## src/rtl/sophon_test_monitor_if.sv

```systemverilog
// Bundle of the monitor's observed core signals and its verdict outputs.
// The bench drives through the master view; the monitor uses the slave view.
interface sophon_test_monitor_if #(
  parameter int NUM_HART = 1,
  parameter int TO_BIT   = 18
);
  logic                    en_i;
  logic [NUM_HART-1:0]     ecall_i;
  logic [32*NUM_HART-1:0]  gp_i;
  logic [NUM_HART-1:0]     hart_done_o;
  logic [NUM_HART-1:0]     hart_fail_o;
  logic                    done_o;
  logic                    pass_o;
  logic                    fail_o;
  logic                    timeout_o;
  logic [31:0]             fail_gp_o;
  logic [TO_BIT-1:0]       cycle_cnt_o;

  modport master (
    output en_i, ecall_i, gp_i,
    input  hart_done_o, hart_fail_o, done_o, pass_o, fail_o, timeout_o,
           fail_gp_o, cycle_cnt_o
  );

  modport slave (
    input  en_i, ecall_i, gp_i,
    output hart_done_o, hart_fail_o, done_o, pass_o, fail_o, timeout_o,
           fail_gp_o, cycle_cnt_o
  );
endinterface

```

## src/rtl/sophon_test_monitor.sv

```systemverilog
// Multi-hart end-of-test monitor: ecall -> drain -> gp judgement per hart,
// plus a saturating global timeout and sticky registered verdicts.
module sophon_test_monitor #(
  parameter int          NUM_HART  = 1,
  parameter int          TO_BIT    = 18,
  parameter int          DRAIN_CYC = 255,
  parameter logic [31:0] PASS_CODE = 32'd1
) (
  input  logic                 clk_i,
  input  logic                 rst_ni,
  sophon_test_monitor_if.slave mon_if
);

  typedef enum logic [1:0] {
    ST_IDLE  = 2'd0,
    ST_DRAIN = 2'd1,
    ST_PASS  = 2'd2,
    ST_FAIL  = 2'd3
  } hart_st_e;

  localparam logic [7:0]        DRAIN_LAST = 8'(DRAIN_CYC - 1);
  localparam logic [TO_BIT-1:0] CNT_MAX    = {TO_BIT{1'b1}};
  localparam logic [TO_BIT-1:0] CNT_ONE    = TO_BIT'(1);

  hart_st_e              hart_st_q   [NUM_HART];
  hart_st_e              hart_st_d   [NUM_HART];
  logic [7:0]            drain_cnt_q [NUM_HART];
  logic [7:0]            drain_cnt_d [NUM_HART];
  logic [NUM_HART-1:0]   hart_done_q, hart_done_d;
  logic [NUM_HART-1:0]   hart_fail_q, hart_fail_d;
  logic                  done_q, done_d;
  logic                  pass_q, pass_d;
  logic                  fail_q, fail_d;
  logic                  timeout_q, timeout_d;
  logic [31:0]           fail_gp_q, fail_gp_d;
  logic [TO_BIT-1:0]     cycle_cnt_q, cycle_cnt_d;

  logic                  active_s;
  logic                  gp_taken_s;
  logic [31:0]           gp_s;

  // Next-state for the per-hart FSMs, fail-gp capture, counter and verdicts.
  always_comb begin
    active_s   = mon_if.en_i & ~done_q;
    gp_taken_s = |hart_fail_q;
    gp_s       = 32'h0;
    fail_gp_d  = fail_gp_q;
    for (int h = 0; h < NUM_HART; h++) begin
      hart_st_d[h]   = hart_st_q[h];
      drain_cnt_d[h] = drain_cnt_q[h];
      gp_s           = mon_if.gp_i[32*h +: 32];
      if (active_s) begin
        case (hart_st_q[h])
          ST_IDLE: begin
            if (mon_if.ecall_i[h]) begin
              hart_st_d[h]   = ST_DRAIN;
              drain_cnt_d[h] = 8'd0;
            end else begin
              hart_st_d[h]   = ST_IDLE;
            end
          end
          ST_DRAIN: begin
            if (drain_cnt_q[h] == DRAIN_LAST) begin
              if (gp_s == PASS_CODE) begin
                hart_st_d[h] = ST_PASS;
              end else begin
                hart_st_d[h] = ST_FAIL;
                // Ascending loop order makes the lowest failing index win.
                if (!gp_taken_s) begin
                  fail_gp_d  = gp_s;
                  gp_taken_s = 1'b1;
                end else begin
                  fail_gp_d  = fail_gp_d;
                end
              end
            end else begin
              drain_cnt_d[h] = drain_cnt_q[h] + 8'd1;
            end
          end
          ST_PASS: hart_st_d[h] = ST_PASS;
          ST_FAIL: hart_st_d[h] = ST_FAIL;
          default: hart_st_d[h] = ST_IDLE;
        endcase
      end else begin
        hart_st_d[h] = hart_st_q[h];
      end
      hart_done_d[h] = (hart_st_d[h] == ST_PASS) || (hart_st_d[h] == ST_FAIL);
      hart_fail_d[h] = (hart_st_d[h] == ST_FAIL);
    end

    cycle_cnt_d = cycle_cnt_q;
    timeout_d   = timeout_q;
    if (active_s && (cycle_cnt_q != CNT_MAX)) begin
      cycle_cnt_d = cycle_cnt_q + CNT_ONE;
      // A hart resolving on the saturating edge beats the timeout.
      if ((cycle_cnt_d == CNT_MAX) && !(&hart_done_d)) begin
        timeout_d = 1'b1;
      end else begin
        timeout_d = timeout_q;
      end
    end else begin
      cycle_cnt_d = cycle_cnt_q;
    end

    done_d = done_q | (&hart_done_q) | timeout_d;
    pass_d = done_d & (&(hart_done_q & ~hart_fail_q)) & ~timeout_d;
    fail_d = fail_q | (|hart_fail_q);
  end

  // State and output registers.
  always_ff @(posedge clk_i or negedge rst_ni) begin
    if (!rst_ni) begin
      for (int h = 0; h < NUM_HART; h++) begin
        hart_st_q[h]   <= ST_IDLE;
        drain_cnt_q[h] <= 8'd0;
      end
      hart_done_q <= {NUM_HART{1'b0}};
      hart_fail_q <= {NUM_HART{1'b0}};
      done_q      <= 1'b0;
      pass_q      <= 1'b0;
      fail_q      <= 1'b0;
      timeout_q   <= 1'b0;
      fail_gp_q   <= 32'h0;
      cycle_cnt_q <= {TO_BIT{1'b0}};
    end else begin
      hart_st_q   <= hart_st_d;
      drain_cnt_q <= drain_cnt_d;
      hart_done_q <= hart_done_d;
      hart_fail_q <= hart_fail_d;
      done_q      <= done_d;
      pass_q      <= pass_d;
      fail_q      <= fail_d;
      timeout_q   <= timeout_d;
      fail_gp_q   <= fail_gp_d;
      cycle_cnt_q <= cycle_cnt_d;
    end
  end

  assign mon_if.hart_done_o = hart_done_q;
  assign mon_if.hart_fail_o = hart_fail_q;
  assign mon_if.done_o      = done_q;
  assign mon_if.pass_o      = pass_q;
  assign mon_if.fail_o      = fail_q;
  assign mon_if.timeout_o   = timeout_q;
  assign mon_if.fail_gp_o   = fail_gp_q;
  assign mon_if.cycle_cnt_o = cycle_cnt_q;

endmodule

```

## src/flat_wrapper.sv

```systemverilog
// flat-port wrapper written by rule: the top's interface ports become plain ports
module sophon_test_monitor_flat 
#(
  parameter int          NUM_HART  = 1,
  parameter int          TO_BIT    = 18,
  parameter int          DRAIN_CYC = 255,
  parameter logic [31:0] PASS_CODE = 32'd1
)
  (clk_i, rst_ni, mon_if_en_i, mon_if_ecall_i, mon_if_gp_i, mon_if_hart_done_o, mon_if_hart_fail_o, mon_if_done_o, mon_if_pass_o, mon_if_fail_o, mon_if_timeout_o, mon_if_fail_gp_o, mon_if_cycle_cnt_o);
  sophon_test_monitor_if #(.NUM_HART(NUM_HART), .TO_BIT(TO_BIT)) mon_if_i ();
  input  logic clk_i;
  input  logic rst_ni;
  input wire logic [$bits(mon_if_i.en_i)-1:0] mon_if_en_i;
  input wire logic [$bits(mon_if_i.ecall_i)-1:0] mon_if_ecall_i;
  input wire logic [$bits(mon_if_i.gp_i)-1:0] mon_if_gp_i;
  output wire logic [$bits(mon_if_i.hart_done_o)-1:0] mon_if_hart_done_o;
  output wire logic [$bits(mon_if_i.hart_fail_o)-1:0] mon_if_hart_fail_o;
  output wire logic [$bits(mon_if_i.done_o)-1:0] mon_if_done_o;
  output wire logic [$bits(mon_if_i.pass_o)-1:0] mon_if_pass_o;
  output wire logic [$bits(mon_if_i.fail_o)-1:0] mon_if_fail_o;
  output wire logic [$bits(mon_if_i.timeout_o)-1:0] mon_if_timeout_o;
  output wire logic [$bits(mon_if_i.fail_gp_o)-1:0] mon_if_fail_gp_o;
  output wire logic [$bits(mon_if_i.cycle_cnt_o)-1:0] mon_if_cycle_cnt_o;
  assign mon_if_i.en_i = mon_if_en_i;
  assign mon_if_i.ecall_i = mon_if_ecall_i;
  assign mon_if_i.gp_i = mon_if_gp_i;
  assign mon_if_hart_done_o = mon_if_i.hart_done_o;
  assign mon_if_hart_fail_o = mon_if_i.hart_fail_o;
  assign mon_if_done_o = mon_if_i.done_o;
  assign mon_if_pass_o = mon_if_i.pass_o;
  assign mon_if_fail_o = mon_if_i.fail_o;
  assign mon_if_timeout_o = mon_if_i.timeout_o;
  assign mon_if_fail_gp_o = mon_if_i.fail_gp_o;
  assign mon_if_cycle_cnt_o = mon_if_i.cycle_cnt_o;
  sophon_test_monitor #(.NUM_HART(NUM_HART), .TO_BIT(TO_BIT), .DRAIN_CYC(DRAIN_CYC), .PASS_CODE(PASS_CODE)) u_core (.clk_i(clk_i), .rst_ni(rst_ni), .mon_if(mon_if_i));
endmodule
```

## config.mk

```make
export PLATFORM = sky130hd
export DESIGN_NAME = sophon_test_monitor_flat
export DESIGN_NICKNAME = d
export VERILOG_FILES = /design/src/rtl/sophon_test_monitor_if.sv /design/src/rtl/sophon_test_monitor.sv /design/src/flat_wrapper.sv
export SDC_FILE = /design/constraint.sdc
export NUM_CORES = 1
export LEC_CHECK = 0
export BUFFER_PORTS_ARGS = -buffer_cell sky130_fd_sc_hd__buf_2
export CORE_MARGIN = 2
export CORE_UTILIZATION = 30
export DETAILED_ROUTE_END_ITERATION = 8
export PLACE_DENSITY = 0.53
export SLEW_MARGIN = 40
export SYNTH_ARGS = -nofsm -noshare
export SYNTH_HDL_FRONTEND = slang
export SYNTH_SLANG_ARGS = --single-unit
```

## constraint.sdc

```tcl
create_clock -name clk_i -period 5.1 [get_ports clk_i]
set_clock_uncertainty 0.2 [all_clocks]
set_input_delay 0.255 -clock clk_i [delete_from_list [all_inputs] [get_ports clk_i]]
set_output_delay 0.255 -clock clk_i [all_outputs]
set_load 0.01 [all_outputs]
```

# Word level (Yosys, flattened, before mapping)
# Cells that the tools add are included.
dict set report op_classes {
  n_bitwise 11
  reduce_logical 8
  n_addsub 2
  eq_ne 11
  muxes 10
}
# cell n
set op_table {}
lappend op_table {{$eq 32x1->1 const B} 1}
lappend op_table {{$add 18x1->18 const B} 1}
lappend op_table {{$eq 18x18->1 const B} 1}
lappend op_table {{$ne 18x18->1 const B} 1}
lappend op_table {{$mux 8} 2}
lappend op_table {{$pmux 8 s2} 1}
lappend op_table {{$add 8x1->8 const B} 1}
lappend op_table {{$eq 2x2->1 const B} 4}
lappend op_table {{$eq 8x8->1 const B} 1}
lappend op_table {{$pmux 2 s4} 1}
lappend op_table {{$reduce_and 5->1} 1}
lappend op_table {{$and 1x1->1} 4}
lappend op_table {{$mux 1} 4}
lappend op_table {{$mux 2} 2}
lappend op_table {{$ne 2x2->1 const B} 2}
lappend op_table {{$not 1->1} 4}
lappend op_table {{$reduce_and 4->1} 1}
lappend op_table {{$or 1x1->1} 3}
lappend op_table {{$eq 2x1->1 const B} 1}
lappend op_table {{$logic_and 1x1->1} 2}
lappend op_table {{$logic_not 2->1} 1}
lappend op_table {{$reduce_bool 2->1} 1}
lappend op_table {{$logic_not 1->1} 1}
lappend op_table {{$logic_or 1x1->1} 1}
dict set report totals {
  ff_bits 66
  output_inout_bits 56
}

# Longest topological paths before layout
dict set report logic_depth {
  word_depth 14
  ltp_mapped 9
}

# Worst setup path before layout
# Ideal clock, no wire load.
dict set report synth_timing {
  path_kind {reg2reg}
  from {register u_core.cycle_cnt_q[1], in the netlist u_core.mon_if.cycle_cnt_o[1]}
  to {register u_core.pass_q, in the netlist u_core.mon_if.pass_o}
  stages_incl_launch_ff 7
  path_slack_ns 2.837
  arrival_time_ns 1.944
  setup_ns 0.119
  cell_sequence {dfrtp_1 ha_1 nand3_1 or4_1 a21oi_1 o2111ai_1 o21a_1}
}
dict set report synth_via {
  elab_chain_len 8
  word_cells_on_any_way 11
  classes_between {1 x add/sub; 2 x eq/ne; 2 x mux; 4 x bitwise; 2 x reduce/logical}
}
# element line_no
set synth_lines {}
lappend synth_lines {{start: declaration} sophon_test_monitor.sv:36} ;# logic [TO_BIT-1:0] cycle_cnt_q, cycle_cnt_d;
lappend synth_lines {{start signal: assignment} sophon_test_monitor.sv:124} ;# cycle_cnt_q <= {TO_BIT{1'b0}};
lappend synth_lines {{start signal: assignment} sophon_test_monitor.sv:135} ;# cycle_cnt_q <= cycle_cnt_d;
lappend synth_lines {{$add 18x1->18} sophon_test_monitor.sv:94} ;# cycle_cnt_d = cycle_cnt_q + CNT_ONE;
lappend synth_lines {{$eq 18x18->1} sophon_test_monitor.sv:96} ;# if ((cycle_cnt_d == CNT_MAX) && !(&hart_done_d)) begin
lappend synth_lines {{$logic_and 1x1->1} sophon_test_monitor.sv:96}
lappend synth_lines {{$mux 1} sophon_test_monitor.sv:96}
lappend synth_lines {{$mux 1 *} sophon_test_monitor.sv:93} ;# if (active_s && (cycle_cnt_q != CNT_MAX)) begin
lappend synth_lines {{$or 1x1->1} sophon_test_monitor.sv:105} ;# done_d = done_q | (&hart_done_q) | timeout_d;
lappend synth_lines {{$and 1x1->1} sophon_test_monitor.sv:106} ;# pass_d = done_d & (&(hart_done_q & ~hart_fail_q)) & ~timeout_d;
lappend synth_lines {{$and 1x1->1 *} sophon_test_monitor.sv:106}
lappend synth_lines {{named net u_core.pass_d} sophon_test_monitor.sv:32} ;# logic pass_q, pass_d;
lappend synth_lines {{end signal: assignment} sophon_test_monitor.sv:131} ;# pass_q <= pass_d;
lappend synth_lines {{end: declaration} sophon_test_monitor.sv:32}
# Mark *: on every way through the listed nets, which the timed path passes. The rest lies on a longest branch.
# A chain may end at the register's enable or synchronous reset.

# Final worst setup path
dict set report layout_timing {
  from {input port mon_if_gp_i[28]}
  to {register u_core.fail_gp_q[3], in the netlist u_core.mon_if.fail_gp_o[3]}
}
dict set report layout_via {
  elab_chain_len 3
}
# element line_no
set layout_lines {}
lappend layout_lines {{start: declaration} flat_wrapper.sv:15} ;# input wire logic [$bits(mon_if_i.gp_i)-1:0] mon_if_gp_i;
lappend layout_lines {{$eq 32x1->1} sophon_test_monitor.sv:64} ;# if (gp_s == PASS_CODE) begin
lappend layout_lines {{$not 1->1 (no line)} -}
lappend layout_lines {{$reduce_and 5->1 (no line)} -}
lappend layout_lines {{end signal: assignment} sophon_test_monitor.sv:134} ;# fail_gp_q <= fail_gp_d;
lappend layout_lines {{end: declaration} sophon_test_monitor.sv:35} ;# logic [31:0] fail_gp_q, fail_gp_d;
# Every way passes these cells.

==> results by group <==
Global route
  • First-pass GRT wire length: 13.03 mm
  • Largest net degree at the start of global routing: 67
  • Total track usage: 0.1442
  • Vias in the first global route: 2539
  • Initial antenna violation count: 0
  • Total congestion overflow: 0

Worst setup path
  • Maximum fanout along the worst path: 32
  • R2r startpoint: u_core.mon_if.cycle_cnt_o[1]
  • Critical Path Start: mon_if_gp_i[28]
  • CP max stage cell: or3_4
  • Crit path kind: in2reg
  • Cell Chain, Critical Path: dlygate4sd3_1 > buf_2 > nor4_1 > nand4_1 > nor2_1 > or3_4 > mux2_2
  • Critical Path AT: 2.85 ns
  • Worst EP required: 5.13 ns
  • Slowest Stage Delay on Critical Path: 0.56 ns
  • CP Capture Type: flip-flop
  • Crit start category: input port

Floorplanning
  • # rows: 38
  • Die Y: 108.8 um
  • Num ports: 92
  • Die width: 108.8 um
  • Initial Utilization: 0.3054
  • Total die area: 11840 um^2
  • Core ar.: 10790 um^2

Synthesis
  • Synth Cell Area: 3296 um^2
  • Top cells by area, synth: dfrtp_1 (50%), mux2_4 (14%), xor2_1 (3.5%), nand4_1 (2.3%), nor4_1 (2.1%)
  • Yosys reg bits: 66
  • Post-synth top area share: 0.5011
  • Main synth FF type: dfrtp_1
  • Most frequent cell after synthesis: dfrtp_1
  • YS warnings: 0
  • Post-synth top cells: dfrtp_1 (66), mux2_4 (30), nand2_1 (15), nor2_1 (15), xor2_1 (13)
  • Post-synth ARST share: 1.000
  • Post-Synthesis Mean Instance Area: 12.12 um^2
  • Sequential area share after synthesis: 0.5011
  • EDFF count, synth: 0
  • Mapped Cells: 272
  • Post-synth net total: 312
  • Synth cell types: 47
  • Post-synth top area cell: dfrtp_1

Power and ir drop
  • Int Pwr: 892.6 uW
  • Switch Pwr: 257.8 uW
  • Peak VDD IR: 0.1078 mV
  • Leakage: 2.214 nW
  • Power, Total: 1.150 mW
  • Cell Pwr Density: 261.5 nW/um^2
  • Switching portion of total power: 0.2241
  • Clk pwr share: 0.470
  • Seq pwr share: 0.468
  • Comb power frac: 0.062

Worst hold path
  • Worst Hold Class: in2reg
  • Min-Delay Startpoint: mon_if_ecall_i

Cells and area
  • Antenna diodes: 0
  • Fillcell total: 1032
  • NumNets Final: 434
  • Layout Utilization: 0.4076
  • Share of cells above drive strength 1: 0.3759
  • Finished Cell Area: 4399 um^2
  • Layout area overhead: 33.49%

Detailed routing
  • # DRC: 0
  • Drt wl/cell: 15.08 um
  • Initial DRC Count: 124
  • Drt via density: 4.805
  • Routed wire length: 8.126 mm
  • Vias: 2590
  • DR pass1 iterations: 4
  • DRT antenna net count: 0

Clock tree
  • Clock Sinks: 66
  • Setup repair bufs after CTS: 0
  • CTS H-Tree Depth: 3
  • TritonCTS buffer count: 9
  • Clock Tree Root: clkbuf_8
  • Worst skew pair latency: 0.35 ns
  • Longest Clk Path Bufs: 2
  • TritonCTS clock tree: built
  • Worst-path clk slew: 0.08 ns

STA
  • Rel. slew slack: 0.5246
  • Final hold vios: 0
  • Sum Neg Setup Slack: 0 ns
  • Min Tclk post-route: 2.820 ns
  • Crit share post-route: 0.5530
  • Slew Viols, Final: 0
  • Worst-Margin Slew: 0.7065 ns
  • Final Setup Violations: 0
  • Worst hold slack: 0.04827 ns
  • Peak Freq: 354.6 MHz
  • RSZ-0062 raised after global routing: false

Place
  • Cell Area, Placed: 3827 um^2
  • I/O Buffers: 91
  • Routability cong.: 0.7963
  • Detailed placement HPWL: 5.417 mm

Outcome
  • Status: finished, final reports clean

Job
  • Max-capacitance violation count: 0
==> per-layer routing <==
layer,vias to the layer above,track usage,share of wire
li1,1239,-,-
met1,1245,0.1910,0.47
met2,96,0.2272,0.45
met3,10,0.04005,0.069
met4,0,0.04945,0.014
met5,-,0,0
==> critical path, delay by kind of cell <==
| kind | cells | cell delay [ns] |
|---|---|---|
| mux | 1 | 0.40 |
| simple gates | 4 | 1.50 |
| buf+inv | 2 | 0.68 |
==> registers in the layout, summed over array words and instances (netlist names) <==
| register | flops |
|---|---|
| u_core.mon_if.cycle_cnt_o | 18 |
| u_core.mon_if.pass_o | 1 |
| u_core.mon_if.done_o | 1 |
| u_core.mon_if.fail_o | 1 |
| u_core.hart_st_q | 2 |
| u_core.mon_if.fail_gp_o | 32 |
| u_core.mon_if.timeout_o | 1 |
| u_core.mon_if.hart_done_o | 1 |
| u_core.drain_cnt_q | 8 |
| u_core.mon_if.hart_fail_o | 1 |
==> power by group through the flow <==
stage	Sequential (mW)	Combinational, mW	Clock (mW)
after floorplan	0.548	0.0129	0
after detailed placement	0.548	0.0519	0
final	0.538	0.0710	0.541
after global routing	0.540	0.0788	0.579
after global placement	0.548	0.0511	0
after CTS	0.538	0.0716	0.560
==> per-stage QoR <==
stage	cells	setup slack, ns
floorplan	272	2.837
global placement	490	2.254
detailed placement	490	2.505
CTS	539	2.338
global route	539	2.187
finish	539	2.280
==> layout by cell type, fill, tap and decap left out, types with 4 or more instances in the layout <==
| cell type | n |
|---|---|
| nor3_1 | 6 |
| buf_2 | 91 |
| dlygate4sd3_1 | 33 |
| xor2_1 | 13 |
| dfrtp_1 | 66 |
| clkbuf_8 | 9 |
| mux2_2 | 5 |
| nand3_1 | 8 |
| nand2_1 | 15 |
| inv_1 | 5 |
| nor2_1 | 15 |
| mux2_4 | 30 |
| a21oi_1 | 9 |
| ha_1 | 4 |
| nor4_1 | 11 |
| nand4_1 | 12 |
| xnor2_1 | 7 |
| and3_1 | 5 |
| o21ai_0 | 6 |
==> final timing paths <==
kind / endpoint / slack [ns] / depth (start not counted)
max: u_core.mon_if.fail_gp_o[3] / 2.28 / 7
min: u_core.mon_if.hart_fail_o / 0.05 / 3
max reg2reg: u_core.mon_if.pass_o / 2.56 / 6
min reg2reg: u_core.mon_if.fail_o / 0.27 / 1
max in group asynchronous: u_core.mon_if.cycle_cnt_o[7] / 3.95 / 3
min in group asynchronous: u_core.mon_if.fail_gp_o[9] / 0.33 / 3
==> cell type report <==
type	instances	area, um^2	area share
Clock inverter	6	113.9	0.02588
Multi-Input combinational cell	187	1515	0.3444
Tap cell	140	175.2	0.03982
Inverter	5	18.77	0.004266
Sequential cell	66	1652	0.3754
Timing Repair Buffer	125	797.0	0.1812
Clock buffer	10	127.6	0.02901
==> cell families (layout without fill, tap and decap cells) <==
group                      count (synthesis)  in the layout  synth area share
AOI/OAI and AO/OA                         34             34           0.06796
xor gates and xnor gates                  20             20           0.05315
adders and majority gates                  4              4           0.01519
buffers and inverters                     19            146           0.04062
DFF                                       66             66            0.5011
muxes                                     35             35            0.1538
and+or+nand+nor                           94             94            0.1682
==> repair_timing <==
action                                 CTS  global route
hold buffers                            33             0
endpoints found under the hold margin   98             0
resized for setup                        0             0
Power figures use the tool's default switching activity.
